==> src/rtl/thor2024_cache_pkg.sv <==
// Cache-subsystem shared types: tag controller state and way index.
package thor2024_cache_pkg;

    localparam int unsigned WAY_W = 2;

    typedef logic [WAY_W-1:0] way_t;

    typedef enum logic [1:0] {
        TC_SWEEP = 2'd0,
        TC_IDLE  = 2'd1,
        TC_FILL  = 2'd2
    } tag_ctrl_state_t;

endpackage : thor2024_cache_pkg

==> src/rtl/thor2024_pkg.sv <==
// Core-wide shared types for the Thor2024 processor.
package thor2024_pkg;

    localparam int unsigned ADDR_W = 32;

    typedef logic [ADDR_W-1:0] address_t;

endpackage : thor2024_pkg

==> src/rtl/thor2024_cache_rr_way.sv <==
// Per-line round-robin replacement pointers: one 2-bit way pointer per line,
// with a clear port (used by the invalidate sweep), an increment port (used
// by fills) and an asynchronous read port.
module thor2024_cache_rr_way
    import thor2024_cache_pkg::*;
#(
    parameter int unsigned LINES = 64,
    parameter int unsigned WAYS  = 4,
    parameter int unsigned IW    = $clog2(LINES)
) (
    input  logic              clk,
    input  logic              rst,
    input  logic              clr,
    input  logic [IW-1:0]     clr_idx,
    input  logic              inc,
    input  logic [IW-1:0]     inc_idx,
    input  logic [IW-1:0]     rd_idx,
    output logic [WAY_W-1:0]  rd_way_c
);

    way_t ptr_q [LINES];
    way_t ptr_d [LINES];

    // Pointer table storage.
    always_ff @(posedge clk or posedge rst) begin
        if (rst) begin
            for (int i = 0; i < LINES; i++) begin
                ptr_q[i] <= '0;
            end
        end else begin
            for (int i = 0; i < LINES; i++) begin
                ptr_q[i] <= ptr_d[i];
            end
        end
    end

    // Clear the swept line and advance the filled line's pointer (wraps at WAYS).
    always_comb begin
        for (int i = 0; i < LINES; i++) begin
            ptr_d[i] = ptr_q[i];
        end
        if (clr) begin
            ptr_d[clr_idx] = '0;
        end
        if (inc) begin
            ptr_d[inc_idx] = (ptr_q[inc_idx] == way_t'(WAYS - 1)) ? '0
                                                                 : ptr_q[inc_idx] + way_t'(1);
        end
    end

    assign rd_way_c = ptr_q[rd_idx];

endmodule : thor2024_cache_rr_way

==> src/rtl/thor2024_cache_tag_ctrl.sv <==
// Tag-array controller: invalidates every line after reset or on flush,
// then serves one tag fill per two cycles using per-line round-robin ways.
module thor2024_cache_tag_ctrl
    import thor2024_pkg::*;
    import thor2024_cache_pkg::*;
#(
    parameter int unsigned LINES = 64,
    parameter int unsigned WAYS  = 4,
    parameter int unsigned LOBIT = 6,
    parameter int unsigned HIBIT = $clog2(LINES) - 1 + LOBIT
) (
    input  logic        clk,
    input  logic        rst,
    input  logic        flush_req,
    input  logic        fill_req,
    input  address_t    fill_vadr,
    input  address_t    fill_padr,
    output logic        fill_ack,
    output logic [1:0]  fill_way,
    output logic        tag_rst,
    output logic        tag_wr,
    output address_t    tag_vadr,
    output address_t    tag_padr,
    output logic [1:0]  tag_way,
    output logic        ready,
    output logic        sweep_done
);

    localparam int unsigned IW = HIBIT - LOBIT + 1;

    tag_ctrl_state_t state_q, state_d;
    logic [IW-1:0]   cnt_q, cnt_d;

    logic       fill_ack_q,   fill_ack_d;
    way_t       fill_way_q,   fill_way_d;
    logic       tag_rst_q,    tag_rst_d;
    logic       tag_wr_q,     tag_wr_d;
    address_t   tag_vadr_q,   tag_vadr_d;
    address_t   tag_padr_q,   tag_padr_d;
    way_t       tag_way_q,    tag_way_d;
    logic       ready_q,      ready_d;
    logic       sweep_done_q, sweep_done_d;

    logic       rr_clr;
    logic       rr_inc;
    logic [IW-1:0] fill_idx;
    way_t       rr_way_c;

    assign fill_idx = fill_vadr[HIBIT:LOBIT];
    assign rr_clr   = (state_q == TC_SWEEP);
    assign rr_inc   = (state_q == TC_IDLE) && (state_d == TC_FILL);

    thor2024_cache_rr_way #(
        .LINES (LINES),
        .WAYS  (WAYS),
        .IW    (IW)
    ) u_rr_way (
        .clk      (clk),
        .rst      (rst),
        .clr      (rr_clr),
        .clr_idx  (cnt_q),
        .inc      (rr_inc),
        .inc_idx  (fill_idx),
        .rd_idx   (fill_idx),
        .rd_way_c (rr_way_c)
    );

    // State, sweep counter and registered outputs.
    always_ff @(posedge clk or posedge rst) begin
        if (rst) begin
            state_q      <= TC_SWEEP;
            cnt_q        <= '0;
            fill_ack_q   <= 1'b0;
            fill_way_q   <= '0;
            tag_rst_q    <= 1'b1;
            tag_wr_q     <= 1'b0;
            tag_vadr_q   <= '0;
            tag_padr_q   <= '0;
            tag_way_q    <= '0;
            ready_q      <= 1'b0;
            sweep_done_q <= 1'b0;
        end else begin
            state_q      <= state_d;
            cnt_q        <= cnt_d;
            fill_ack_q   <= fill_ack_d;
            fill_way_q   <= fill_way_d;
            tag_rst_q    <= tag_rst_d;
            tag_wr_q     <= tag_wr_d;
            tag_vadr_q   <= tag_vadr_d;
            tag_padr_q   <= tag_padr_d;
            tag_way_q    <= tag_way_d;
            ready_q      <= ready_d;
            sweep_done_q <= sweep_done_d;
        end
    end

    // Next state: sweep runs LINES cycles; flush outranks fill in IDLE.
    always_comb begin
        state_d = state_q;
        cnt_d   = cnt_q;
        unique case (state_q)
            TC_SWEEP: begin
                if (cnt_q == IW'(LINES - 1)) begin
                    state_d = TC_IDLE;
                    cnt_d   = '0;
                end else begin
                    cnt_d = cnt_q + IW'(1);
                end
            end
            TC_IDLE: begin
                if (flush_req) begin
                    state_d = TC_SWEEP;
                    cnt_d   = '0;
                end else if (fill_req) begin
                    state_d = TC_FILL;
                end
            end
            TC_FILL: begin
                state_d = TC_IDLE;
            end
            default: begin
                state_d = TC_SWEEP;
                cnt_d   = '0;
            end
        endcase
    end

    // Output values for the upcoming state, registered on the next edge.
    always_comb begin
        fill_ack_d   = 1'b0;
        fill_way_d   = '0;
        tag_rst_d    = 1'b0;
        tag_wr_d     = 1'b0;
        tag_vadr_d   = '0;
        tag_padr_d   = '0;
        tag_way_d    = '0;
        ready_d      = (state_d == TC_IDLE);
        sweep_done_d = (state_q == TC_SWEEP) && (state_d == TC_IDLE);
        unique case (state_d)
            TC_SWEEP: begin
                tag_rst_d               = 1'b1;
                tag_vadr_d[HIBIT:LOBIT] = cnt_d;
            end
            TC_FILL: begin
                tag_wr_d   = 1'b1;
                fill_ack_d = 1'b1;
                tag_vadr_d = fill_vadr;
                tag_padr_d = fill_padr;
                tag_way_d  = rr_way_c;
                fill_way_d = rr_way_c;
            end
            default: begin
            end
        endcase
    end

    assign fill_ack   = fill_ack_q;
    assign fill_way   = fill_way_q;
    assign tag_rst    = tag_rst_q;
    assign tag_wr     = tag_wr_q;
    assign tag_vadr   = tag_vadr_q;
    assign tag_padr   = tag_padr_q;
    assign tag_way    = tag_way_q;
    assign ready      = ready_q;
    assign sweep_done = sweep_done_q;

endmodule : thor2024_cache_tag_ctrl

==> config.mk <==
export PLATFORM = sky130hd
export DESIGN_NAME = thor2024_cache_tag_ctrl
export DESIGN_NICKNAME = d
export VERILOG_FILES = /design/src/rtl/thor2024_cache_pkg.sv /design/src/rtl/thor2024_pkg.sv /design/src/rtl/thor2024_cache_rr_way.sv /design/src/rtl/thor2024_cache_tag_ctrl.sv
export SDC_FILE = /design/constraint.sdc
export NUM_CORES = 1
export LEC_CHECK = 0
export ABC_AREA = 1
export CAP_MARGIN = 20
export CORE_MARGIN = 1.5
export CORE_UTILIZATION = 29
export CTS_CLUSTER_SIZE = 12
export DETAILED_ROUTE_END_ITERATION = 16
export HOLD_SLACK_MARGIN = 0.15
export PLACE_DENSITY = 0.48
export SLEW_MARGIN = 10
export SYNTH_ARGS = -nofsm -noshare
export SYNTH_HDL_FRONTEND = slang
export SYNTH_SLANG_ARGS = --single-unit
==> constraint.sdc <==
create_clock -name clk -period 8.2 [get_ports clk]
set_input_delay 2.05 -clock clk [delete_from_list [all_inputs] [get_ports clk]]
set_output_delay 2.05 -clock clk [all_outputs]
set_load 0.005 [all_outputs]
Word level (Yosys, flattened, before mapping)
Index checks and enable logic that the tools add are counted.
{"block": "totals", "output_inout_bits": 73, "inputBits": 68, "elab_cells": 120, "latch_bits": 0, "ram_bits": 0, "n_memories": 0, "register_bits": 206, "mem_bits_ro": 0}
{"block": "classes", "n_bitwise": 4, "eq_ne": 6, "div_mod_pow": 0, "n_addsub": 2, "n_mux": 25, "multipliers": 0, "order_cmp": 4, "n_shift": 0, "n_reduce_logical": 6}
{"cell": "128-bit 2-to-1 mux", "count": 2}
{"cell": "128-bit AND", "count": 1}
{"cell": "128-bit bitwise mux", "count": 1}
{"cell": "128-bit inverter", "count": 1}
{"cell": "32-bit 2-to-1 mux", "count": 1}
{"cell": "2-bit demux with 6-bit select", "count": 2}
{"cell": "20-bit 2-to-1 mux", "count": 1}
{"cell": "2-bit 2-to-1 mux", "count": 9}
{"cell": "6-bit 2-to-1 mux", "count": 3}
{"cell": "6-bit one-hot mux with 3 select lines", "count": 1}
{"cell": "7-bit greater-or-equal comparator (second input constant)", "count": 2}
{"cell": "7-bit by 1-bit less-than comparator with 1-bit output (second input constant)", "count": 2}
{"cell": "6-bit inverter with 7-bit output", "count": 2}
{"cell": "2-bit binary-select mux with 6-bit select", "count": 1}
{"cell": "6-bit one-hot mux with 2 select lines", "count": 1}
{"cell": "6-bit by 1-bit adder with 6-bit output (second input constant)", "count": 1}
{"cell": "2-bit equality test (second input constant)", "count": 3}
{"cell": "6-bit equality test (second input constant)", "count": 1}
{"cell": "2-bit one-hot mux with 3 select lines", "count": 1}
{"cell": "2-bit by 1-bit equality test with 1-bit output (second input constant)", "count": 2}
{"cell": "1-bit logical AND", "count": 4}
{"cell": "2-bit zero test", "count": 2}
{"cell": "2-bit by 1-bit adder with 2-bit output (second input constant)", "count": 1}
{"cell": "1-bit 2-to-1 mux", "count": 2}

Longest topological paths before layout
Gate-level depths: netlist of run 1.
{"block": "logic_depth", "depth_word": 10, "ltp_mapped": 14, "mapped_depth_nobuf": 12}

Cells and area by module
A second synthesis of run 1 with hierarchy kept.
{"block": "hier_totals", "cells_unflattened": 1670, "hier_area_um2": 11562.3}
{"module": "thor2024_cache_rr_way", "area_per_inst_um2": 8712.1, "seq_area_each_um2": 3203.1, "instances": 1, "cells_per_inst": 1387}
{"module": "thor2024_cache_tag_ctrl", "area_per_inst_um2": 2850.2, "seq_area_each_um2": 1953.1, "instances": 1, "cells_per_inst": 283}

Worst setup path before layout of run 1
Ideal clock, no wire load.
{"block": "synth_timing", "kind": "input to register", "start": "input port fill_vadr[6]", "end": "register u_rr_way.ptr_q[35] (netlist bit)", "stages": 14, "path_slack_ns": 4.684, "setup_ns": 0.122, "path_buffers": 2, "required_ns": 8.078, "arrival_ns": 3.394, "path_cell_list": "inv_2 > clkbuf_1 > nand2_1 > nand3_1 > nand2_1 > nor2_1 > nor2_1 > nor2_1 > nand2_1 > nor2_2 > nand2_4 > buf_6 > nand3_1 > nand2_1"}
{"element": "from (decl)", "line_no": "thor2024_cache_tag_ctrl.sv:16", "source": "input address_t fill_vadr,"}
{"element": "to (signal, indexed assignment)", "line_no": "thor2024_cache_rr_way.sv:32", "source": "ptr_q[i] <= ptr_d[i];"}
{"element": "to (decl)", "line_no": "thor2024_cache_rr_way.sv:21", "source": "way_t ptr_q [LINES];"}

==> reports/qor.yml, run 1 <==
min_path_type: "register to register"
cp_cell_sequence: "buf_2, inv_2, buf_4, nand2_1, nand3_1, nand2_1, o21ai_1, nand2_1, inv_1, nand2_1, nor2_4, nand2_4, nand3_1, nand2_1"
wl_um: 35400
netlist_instances: 1424
syn_area_per_cell_um2: 7.32
via_per_inst: 4.65
diodes: 0
maxSlewViolCount: 0
nFillCells: 3759
critical_path.endpoint_type: "register"
dieWidth_um: 193
synth-seq-area-share_pct: 49.5
synth.top_cell.area_share_pct: 49.2
layout-drive-gt1-share_pct: 4.70
status: "completed"
hold_buffers: 0
min_period_ns: 5.02
multiInputGateArea_mm2: 0.00396
crit_slowest_cell: "nand2_4"
insertion_delay_ns: 0.54
clock_path_buffers: 3
fmax_mhz: 199
yosysWarnings: 0
finalWeightedCongestion: 0.822
arrival_ns: 5.44
grt_usage_pct: 19.4
postCtsSetupBuffers: 0
syn-num-nets: 1493
initial_core_util_pct: 29.4
place.port_buffers: 140
slowest_delay_ns: 0.65
die-area_mm2: 0.0371
top_level_ports: 141
layout_common_cells: "nand2_1 (319), inv_1 (259), nand3_1 (225)"
rsz0062_at_grt: "false"
first_pass_iters: 5
grt_pass1_vias: 9244
drt_iter0_drc: 781
ir_drop_uv: 164
core_area_mm2: 0.0355
grt_overflow: 0
finalHoldViolCount: 0
layout.area.seq_mm2: 0.00516
cts_sinks: 206
drv_cap: 0
period_share_pct: 61.2
ys_ff_latch: 206
relSlewSlack_pct: 24.9
ant_nets: 0
nets: 1622
required_ns: 8.62
synth_cell_type_count: 33
final_common_cell: "nand2_1"
clk_pin_slew_ns: 0.06
area_delta_synth_final_pct: 25.9
tritoncts: "yes"
setup_viol: 0
leakage_nw: 6.40
crit_fanout: 64
grt_max_degree: 93
yosysTopAreaCell: "dfrtp_1"
hpwlAfterDp_um: 22800
grt_pass1_wl_um: 54500
start_kind: "primary input"
antenna_found_initial: 0
skew_ns: 0.0120
rows: 69
cts_resized: 0
fp.dieH_um: 193
root_buffer: "clkbuf_16"
cellPowerDensity_mw_per_mm2: 244
cts_buffers: 27
post-route-drc-count: 0
criticalPathCategory: "primary input to register"
fin_tns_setup_ns: 0
vias: 9453
htreeDepth: 1
synth_area_mm2: 0.0104
wire_per_inst_um: 17.4
finalNonFillerCells: 2035
cpMostUsedCell: "nand2_1"
dp_cells: 1985
worst_pin_slew_ns: 1.12
netlist_top_cells_area: "dfrtp_1 (49%), nand2_1 (12%), nand3_1 (11%)"
registers in the layout, summed over array words and instances, names as in the netlist, 2 cells and up:
register	count
tag_padr	32
state_q	2
tag_way	2
u_rr_way.ptr_q	128
tag_vadr	32
cnt_q	6
cells in the mapped netlist, drive strengths merged:
| library cell | instances |
|---|---|
| o211ai | 4 |
| dfrtp | 205 |
| nor3 | 17 |
| dfstp | 1 |
| mux2i | 1 |
| o31ai | 5 |
| nor2 | 200 |
| nand2 | 322 |
| ha | 1 |
| a221oi | 1 |
| nand3b | 3 |
| clkbuf | 23 |
| o21ai | 83 |
| buf | 31 |
| o2111ai | 1 |
| nand3 | 225 |
| xor2 | 1 |
| clkinv | 2 |
| a211oi | 1 |
| o32ai | 2 |
| or2 | 6 |
| nor4 | 3 |
| a21oi | 9 |
| inv | 267 |
| nand4 | 3 |
| or3 | 7 |
per-layer routing:
metal	up-vias	wire (µm)	track usage, %
met3	55	1920	3.13
met5	-	0	0
met4	0	892	5.40
met1	4519	15300	25.2
met2	231	17300	33.3
li1	4648	-	-
worst paths after layout:
path	startpoint	end	slack (ns)	depth (start not counted)
max in group asynchronous	rst	u_rr_way.ptr_q[25]	4.86	3
worst min-delay path	u_rr_way.ptr_q[126]	u_rr_way.ptr_q[126]	0.51	2
worst max register to register	state_q[0]	u_rr_way.ptr_q[64]	5.11	8
min in group asynchronous	rst	tag_padr[18]	2.02	2
worst min register to register	u_rr_way.ptr_q[126]	u_rr_way.ptr_q[126]	0.51	2
worst max-delay path	fill_vadr[6]	u_rr_way.ptr_q[23]	3.18	14
critical path: cells and delay by family:
kind / cells / cell delay (ns)
and+or+nand+nor: 9 / 1.95
buffers and inverters: 4 / 1.22
AOI/OAI and AO/OA: 1 / 0.15
logic make-up after synthesis:
logic type	Yosys count	share of synthesized area (%)
AOI/OAI and AO/OA	106	5.48
and+or+nand+nor	786	32.2
DFF	206	49.5
muxes	1	0.0961
xor gates and xnor gates	1	0.0841
buffers and inverters	323	12.5
adders and majority gates	1	0.120
final cells by class:
type                    count  share of cell area, %
inverters                 269                   7.76
flip-flops and latches    206                   39.3
clock buffers              43                   6.14
clock inverters             7                  0.706
multi-input cells         895                   30.2
repair buffers            154                   11.4
well taps                 461                   4.40
power breakdown:
part	total [W]	internal (W)	switching, W
clock	0.00120	0.000734	0.000469
combinational	0.000761	0.000251	0.000509
sequential	0.00123	0.00115	0.0000800
per-stage QoR:
stage	hold WS, ns	total power, W	area [µm²]	util [%]	setup WS, ns
floorplan	0.470	0.00167	10400	-	0.528
global placement	0.493	0.00200	12200	34.4	2.72
detailed placement	0.494	0.00201	12200	34.4	2.64
CTS	0.508	0.00323	13100	37.0	3.20
global route	0.522	0.00336	13100	37.0	2.90
finish	0.510	0.00320	13100	37.0	3.18
(Power assumes the default switching activity.)
==> inputs of run 2 (changes only) <==
PLACE_DENSITY = 0.49   (was 0.48)
clock period = 4.1 ns   (was 8.2 ns; I/O delays follow)
==> run 2 against run 1 <==
Sequential share of layout area fell by 0.66 points. Routed wire length rose by 1.6%. Count of clock-buffer cells in the layout fell by 2. Die area did not move. Clock power rose by 88%. Critical path depth fell by 3. Critical path type unchanged. Critical endpoint is now u_rr_way.ptr_q[118].
==> reports/qor.yml, run 2 (synthesis results as in run 1) <==
hold_buffers: 0  # unchanged
ir_drop_uv: 378  # was 164 µV
cts_resized: 0  # unchanged
nets: 1642  # was 1622
start_kind: "primary input"  # unchanged
period_share_pct: 83.7
cts_buffers: 27  # unchanged
criticalPathCategory: "primary input to register"  # unchanged
hpwlAfterDp_um: 24400  # was 22800 µm
r2r-start: "state_q[0]"  # unchanged
vias: 9603  # was 9453
startpoint: "fill_vadr[7]"  # was fill_vadr[6]
clock_path_buffers: 3  # unchanged
grt_max_degree: 76  # was 93
first_pass_iters: 5  # unchanged
min_path_type: "register to register"  # unchanged
maxSlewViolCount: 0  # unchanged
sw_frac_of_total_pct: 33.3  # was 33.1%
combinationalPowerShare_pct: 25.3  # was 23.8%
fin_tns_setup_ns: 0  # unchanged
min_path_cells: 2  # unchanged
internal_power_w: 0.00422  # was 0.00214 W
fp.dieH_um: 193  # unchanged
insertion_delay_ns: 0.54  # about the same
rows: 69  # unchanged
arrival_ns: 3.82  # was 5.44 ns
root_buffer: "clkbuf_16"  # unchanged
status: "completed"  # unchanged
ant_nets: 0  # unchanged
tritoncts: "yes"  # unchanged
skew_ns: 0.0154  # was 0.0120 ns
worst_pin_slew_ns: 0.986  # was 1.12 ns
hold_slack_ns: 0.501  # was 0.510 ns
via_per_inst: 4.68  # was 4.65
critical_path.endpoint_type: "register"  # unchanged
initial_core_util_pct: 29.4  # unchanged
htreeDepth: 1  # unchanged
wire_per_inst_um: 17.5  # was 17.4 µm
use_met2_pct: 32.8  # was 33.3%
drt_iter0_drc: 621  # was 781
top_level_ports: 141  # unchanged
met3_usage_pct: 2.80  # was 3.13%
grt_pass1_vias: 9460  # was 9244
relSlewSlack_pct: 33.8  # was 24.9%
top_usage_layer: "met2"  # unchanged
finalWeightedCongestion: 0.835  # was 0.822
cellPowerDensity_mw_per_mm2: 474  # was 244 mW/mm²
final_common_cell: "nand2_1"  # unchanged
fmax_mhz: 291
wl_um: 36000  # was 35400 µm
leakage_nw: 6.51  # was 6.40 nW
reg2reg_depth: 7  # was 8
postCtsSetupBuffers: 0  # unchanged
layout_common_cells: "nand2_1 (319), inv_1 (259), nand3_1 (225)"  # unchanged
cts_sinks: 206  # unchanged
antenna_found_initial: 0  # unchanged
dieWidth_um: 193  # unchanged
fin_area_mm2: 0.0133  # was 0.0131 mm²
largest_reg_flops: 128  # unchanged
grt_pass1_wl_um: 55500  # was 54500 µm
use_met1_pct: 27.0  # was 25.2%
die-area_mm2: 0.0371  # unchanged
crit_fanout: 50  # was 64
finalHoldViolCount: 0  # unchanged
grt_usage_pct: 19.8  # was 19.4%
place_area_mm2: 0.0125  # was 0.0122 mm²
area_delta_synth_final_pct: 28.0  # was 25.9%
required_ns: 4.48  # was 8.62 ns
place.port_buffers: 140  # unchanged
max_flop_register: "u_rr_way.ptr_q"  # unchanged
setup_viol: 0  # unchanged
p_sw_w: 0.00210  # was 0.00106 W
post-route-drc-count: 0  # unchanged
rsz0062_at_grt: "false"  # unchanged
clk_pin_slew_ns: 0.06  # about the same
pwr-share-seq_pct: 39.0  # was 38.5%
grt_overflow: 0  # unchanged
pwr-share-clk_pct: 35.7  # was 37.6%
worstHoldStart: "u_rr_way.ptr_q[43]"  # was u_rr_way.ptr_q[126]
layout-drive-gt1-share_pct: 5.72  # was 4.70%
core_area_mm2: 0.0355  # unchanged
min_period_ns: 3.43
drv_cap: 0  # unchanged
diodes: 0  # unchanged
run 2: cell types whose count changed in the layout (fill, tap and decap cells not counted):
cell / change
nor3_2: +1
inv_6: -1
clkinv_2: -1
nor3_1: -1
bufinv_16: -1
inv_8: -1
buf_12: +11
buf_4: +9
clkinvlp_4: +2
clkbuf_8: -2
run 2: power groups by stage:
stage | Combinational (W) | Sequential (W) | Clock, W
floorplan | 0.000900 | 0.00245 | 0
global placement | 0.00160 | 0.00249 | 0
detailed placement | 0.00160 | 0.00249 | 0
CTS | 0.00161 | 0.00246 | 0.00232
global route | 0.00176 | 0.00250 | 0.00241
finish | 0.00160 | 0.00247 | 0.00226
run 2: per-stage QoR:
step                      instances  total power (W)  utilization, %  worst slack [ns]
after floorplan                1424          0.00335               -             0.404
after CTS                      2051          0.00639            37.6             0.716
after global routing           2051          0.00667            37.6             0.560
after detailed placement       2005          0.00410            35.2             0.144
final                          2051          0.00632            37.6             0.667
after global placement         2005          0.00409            35.2             0.196
run 2: cell type report:
type                       count  area, µm²
fill                        3681      22100
sequential                   206       5160
multi-input combinational    895       3970
timing repair buffer         174       1790
inverter                     269       1010
clock buffer                  41        778
tap                          461        577
clock inverter                 5       56.3
run 2: critical path, stage by stage:
cell	delay, ns
clkdlybuf4s50_1	0.60
nand2_1	0.23
inv_2	0.41
nand3_1	0.20
nand2_1	0.20
o21ai_1	0.11
nand2_1	0.12
nor2_1	0.08
nand2_2	0.09
buf_4	0.53
o21ai_0	0.17
run 2: path summary, 6_finish.rpt:
path / to / slack, ns
min in group asynchronous: u_rr_way.ptr_q[15] / 0.97
setup / recovery: u_rr_way.ptr_q[118] / 0.67
hold / removal: u_rr_way.ptr_q[43] / 0.50
max in group asynchronous: tag_rst / 2.36
hold reg to reg: u_rr_way.ptr_q[43] / 0.50
setup reg to reg: u_rr_way.ptr_q[126] / 1.57
run 2: layer usage:
layer  wire [µm]  vias to the layer above
met3        1970                       48
met5           0                        -
met2       17000                      245
li1            -                     4704
met4         755                        0
met1       16300                     4606
